--- src/rtl/io_bus_arbiter.sv ---
// Two-master arbiter for the core's I/O bus: the CPU passes straight through with absolute
// priority, and a single latched debug/DMA access is issued in the first cycle the CPU leaves free.
module io_bus_arbiter #(
    parameter int ADDR_W       = 8,
    parameter int DATA_W       = 32,
    parameter int STARVE_LIMIT = 255
) (
    input  logic              clk,
    input  logic              resetb,
    input  logic [ADDR_W-1:0] cpu_io_addr,
    input  logic              cpu_io_en,
    input  logic              cpu_io_we,
    input  logic [DATA_W-1:0] cpu_io_data_write,
    output logic [DATA_W-1:0] cpu_io_data_read,
    input  logic              dbg_req,
    input  logic              dbg_we,
    input  logic [ADDR_W-1:0] dbg_addr,
    input  logic [DATA_W-1:0] dbg_wdata,
    output logic              dbg_busy,
    output logic              dbg_ack,
    output logic [DATA_W-1:0] dbg_rdata,
    output logic              dbg_starved,
    output logic [ADDR_W-1:0] io_addr,
    output logic              io_en,
    output logic              io_we,
    output logic [DATA_W-1:0] io_data_write,
    input  logic [DATA_W-1:0] io_data_read
);

    typedef enum logic [1:0] {
        IDLE = 2'd0,
        PEND = 2'd1,
        ACK  = 2'd2
    } state_t;

    localparam logic [15:0] LIMIT = 16'(STARVE_LIMIT);

    state_t              state;
    logic                lat_we;
    logic [ADDR_W-1:0]   lat_addr;
    logic [DATA_W-1:0]   lat_wdata;
    logic [15:0]         starve_cnt;
    logic [15:0]         cnt_next;

    // Saturating increment: the counter parks at the limit and never wraps.
    assign cnt_next = (starve_cnt >= LIMIT) ? LIMIT : starve_cnt + 16'd1;

    assign cpu_io_data_read = io_data_read;

    always_comb begin
        // NOTE: every output gets a default first so no path through the block infers a latch.
        io_en         = 1'b0;
        io_we         = 1'b0;
        io_addr       = '0;
        io_data_write = '0;
        if (cpu_io_en) begin
            io_en         = 1'b1;
            io_we         = cpu_io_we;
            io_addr       = cpu_io_addr;
            io_data_write = cpu_io_data_write;
        end else if (state == PEND) begin
            io_en         = 1'b1;
            io_we         = lat_we;
            io_addr       = lat_addr;
            io_data_write = lat_wdata;
        end
    end

    // NOTE: all state uses non-blocking assignments so every register samples pre-edge values.
    always_ff @(posedge clk) begin
        if (!resetb) begin
            state       <= IDLE;
            lat_we      <= 1'b0;
            lat_addr    <= '0;
            lat_wdata   <= '0;
            starve_cnt  <= '0;
            dbg_busy    <= 1'b0;
            dbg_ack     <= 1'b0;
            dbg_rdata   <= '0;
            dbg_starved <= 1'b0;
        end else begin
            dbg_ack <= 1'b0;
            case (state)
                IDLE: begin
                    if (dbg_req) begin
                        lat_we    <= dbg_we;
                        lat_addr  <= dbg_addr;
                        lat_wdata <= dbg_wdata;
                        dbg_busy  <= 1'b1;
                        state     <= PEND;
                    end
                end
                PEND: begin
                    if (cpu_io_en) begin
                        starve_cnt  <= cnt_next;
                        dbg_starved <= (cnt_next == LIMIT);
                    end else begin
                        // The debug access owns the bus this cycle; read data is valid now.
                        if (!lat_we) begin
                            dbg_rdata <= io_data_read;
                        end
                        starve_cnt  <= '0;
                        dbg_starved <= 1'b0;
                        dbg_busy    <= 1'b0;
                        dbg_ack     <= 1'b1;
                        state       <= ACK;
                    end
                end
                ACK: begin
                    state <= IDLE;
                end
                default: begin
                    state <= IDLE;
                end
            endcase
        end
    end

endmodule

--- config.mk ---
export PLATFORM = sky130hd
export DESIGN_NAME = io_bus_arbiter
export DESIGN_NICKNAME = d
export VERILOG_FILES = /design/src/rtl/io_bus_arbiter.sv
export SDC_FILE = /design/constraint.sdc
export NUM_CORES = 1
export LEC_CHECK = 0
export CAP_MARGIN = 10
export CORE_MARGIN = 2
export CORE_UTILIZATION = 43
export CTS_CLUSTER_DIAMETER = 200
export DETAILED_ROUTE_END_ITERATION = 10
export GPL_TIMING_DRIVEN = 0
export MAX_ROUTING_LAYER = met4
export PLACE_DENSITY_LB_ADDON = 0.3
export SETUP_SLACK_MARGIN = 0.2
export SLEW_MARGIN = 30
export SYNTH_ARGS = -nofsm -noshare
export SYNTH_HDL_FRONTEND = slang
export SYNTH_SLANG_ARGS = --single-unit
--- constraint.sdc ---
create_clock -name clk -period 4.11 [get_ports clk]
set_input_delay 0.6165 -clock clk [delete_from_list [all_inputs] [get_ports clk]]
set_output_delay 0.6165 -clock clk [all_outputs]
set_load 0.02 [all_outputs]
==> impl_metrics.json <==
{
  "viasPerCell": 4.96,
  "start_util_pct": 44.5,
  "syn_inst": 593,
  "first_global_vias": 4659,
  "setup_viol": 0,
  "gp_congestion": 0.939,
  "ys_types": 40,
  "post-route-drc-count": 0,
  "cp_data_arrival_time_ns": 2.59,
  "relSlewSlack_pct": 63.9,
  "fin_tns_setup_ns": 0,
  "syn_area_um2": 4390,
  "nNetsFinal": 948,
  "grt_pass1_wl_um": 22200,
  "diodes": 0,
  "crit_chain": "buf_2 -> clkbuf_1 -> clkbuf_1 -> nand2_1 -> o21ai_0 -> clkdlybuf4s50_1",
  "async_flop_share_pct": 0,
  "synth_top_area_share_pct": 42.8,
  "end_kind": "output port",
  "min_period_ns": 3.21,
  "drive_above_1_share_pct": 8.03,
  "cts-resized-gates": 0,
  "post-route-period-util_pct": 78.0,
  "path_max_fanout": 10,
  "path_buf_inv": 4,
  "rows": 36,
  "power-per-cell-area_nw_per_um2": 297,
  "gr-total-overflow": 0,
  "grt_start_max_net_pins": 17,
  "drt.antenna.violating_nets": 0,
  "htree_levels": 3,
  "dieHeight_um": 105,
  "clk_latency_ns": 0.36,
  "highest_layer": "met4",
  "postCtsHoldBufs": 0,
  "synth_top_family_by_area": "simple AND/OR/NAND/NOR gates",
  "syn-mean-instance-area_um2": 7.41,
  "yosysWarnings": 0,
  "io_buffers": 225,
  "synth.net_count": 712,
  "yosysMostFrequentCell": "nand2_1",
  "die_x_um": 105,
  "status": "finished clean",
  "dp.cells": 951,
  "core_region_area_um2": 9860,
  "io_pins": 227,
  "hpwlAfterDp_um": 11100,
  "worstSetupStartpointType": "primary input",
  "clk_pin_slew_ns": 0.10,
  "synth_compound_area_share_pct": 20.6,
  "worstMarginPinSlew_ns": 0.541,
  "crit_slowest_cell": "clkdlybuf4s50_1",
  "fmax_mhz": 312,
  "cts_tree": "yes",
  "syn_to_final_growth_pct": 59.5,
  "clockBufferDepth": 2,
  "drv_slew": 0,
  "dieArea_um2": 11000,
  "drt-met1-wl_um": 5650,
  "synth_seq_area_share_pct": 42.8,
  "crit_family": "buffers and inverters",
  "worst_path_most_repeated_cell": "clkbuf_1",
  "synth-edff-count": 0,
  "synth_seq_cells": 94,
  "synth_mux_area_share_pct": 0,
  "cts_root_buffer": "clkbuf_8",
  "drt-wirelength-per-cell_um": 14.5,
  "path_class": "primary input to output port",
  "first_pass_iters": 5,
  "slowest_delay_ns": 0.65,
  "leakage_nw": 2.63,
  "numCtsBuffers": 9,
  "hp-class": "flop to flop",
  "yosys-top-cells-area": "dfxtp_1, nand2_1, a21boi_0",
  "synth_fa_ha_area_share_pct": 0.285,
  "via_count": 4800,
  "yosys-top-cells-count": "nand2_1, dfxtp_1, a21boi_0",
  "track_usage_pct": 25.6,
  "wl_um": 14000,
  "worstPathRequired_ns": 3.49,
  "synth_largest_area_cell": "dfxtp_1",
  "synth_xor_area_share_pct": 0.399,
  "cts.sinks": 94,
  "final_hold_viol_count": 0,
  "wl_met2_um": 7110,
  "synth_simple_gate_area_share_pct": 25.8,
  "final-instance-count-excl-fill": 967,
  "synth-main-ff-cell": "dfxtp_1",
  "vdd.ir_drop.worst_uv": 183,
  "antenna_found_initial": 0,
  "rsz0062_at_grt": "false",
  "post_cts_buffers": 0,
  "finClkSkew_ns": 0.0122,
  "routed-wl-met3_um": 891,
  "maxCapViolations": 0,
  "drt-initial-drc-count": 255
}
[layout by cell type, fill, tap and decap left out, drive strengths merged, types with 8 or more instances in the layout]
| cell | Yosys | final |
|---|---|---|
| a21boi | 65 | 65 |
| a21oi | 15 | 15 |
| and3 | 8 | 8 |
| buf | 46 | 46 |
| clkbuf | 30 | 39 |
| clkdlybuf4s50 | 0 | 225 |
| dfxtp | 94 | 94 |
| nand2 | 240 | 240 |
| o21ai | 47 | 47 |
[logic make-up after synthesis]
group,count (synthesis)
adders and majority gates,1
and+or+nand+nor,276
xor gates and xnor gates,2
buffers and inverters,80
AOI/OAI and AO/OA,140
DFF,94
[state kept, by name (all words and copies together), names as in the netlist]
register	cells
lat_wdata	32
starve_cnt	16
dbg_busy	1
state	2
dbg_rdata	32
dbg_ack	1
dbg_starved	1
lat_we	1
lat_addr	8
[through the flow]
step / hold WS [ns] / util, % / cell area (um2) / worst slack (ns) / power, mW
after global routing: 0.475 / 71.0 / 7010 / 0.734 / 2.17
after floorplan: 0.431 / - / 4390 / 1.89 / 1.22
after global placement: 0.440 / 69.1 / 6810 / 0.965 / 1.48
final: 0.457 / 71.0 / 7010 / 0.903 / 2.08
after detailed placement: 0.444 / 69.1 / 6810 / 0.924 / 1.49
after CTS: 0.458 / 71.0 / 7010 / 0.923 / 2.09
[worst min-delay path, stage by stage (launching register included)]
cell      delay [ns]
dfxtp_1         0.32
nand2_1         0.05
a21boi_1        0.05
[worst paths after layout]
path / slack (ns) / cells past startpoint / end / startpoint
hold / removal: 0.46 / 2 / dbg_rdata[30] / dbg_rdata[30]
setup reg to reg: 2.29 / 7 / starve_cnt[6] / starve_cnt[0]
hold reg to reg: 0.46 / 2 / dbg_rdata[30] / dbg_rdata[30]
setup / recovery: 0.90 / 6 / io_data_write[13] / cpu_io_en
[layout make-up]
cell class | instances | area, um2
buffer | 76 | 430
tap | 133 | 166
fill | 781 | 2860
clock buffer | 9 | 124
multi-input combinational | 419 | 2070
inverter | 4 | 15.0
timing repair buffer | 225 | 2250
clock inverter | 7 | 72.6
sequential | 94 | 1880
[where the power goes]
group | internal (mW) | total, mW | switching (mW)
Combinational | 0.259 | 0.495 | 0.236
Clock | 0.284 | 0.617 | 0.334
Sequential | 0.950 | 0.971 | 0.0207
Total | 1.49 | 2.08 | 0.591
[routing by layer]
| layer | track usage (%) | up-vias |
|---|---|---|
| met1 | 28.4 | 2178 |
| met3 | 4.05 | 29 |
| met5 | - | - |
| met2 | 46.4 | 211 |
| met4 | 9.05 | 0 |
| li1 | - | 2382 |
Note: power is estimated with default switching activity, not from simulation.
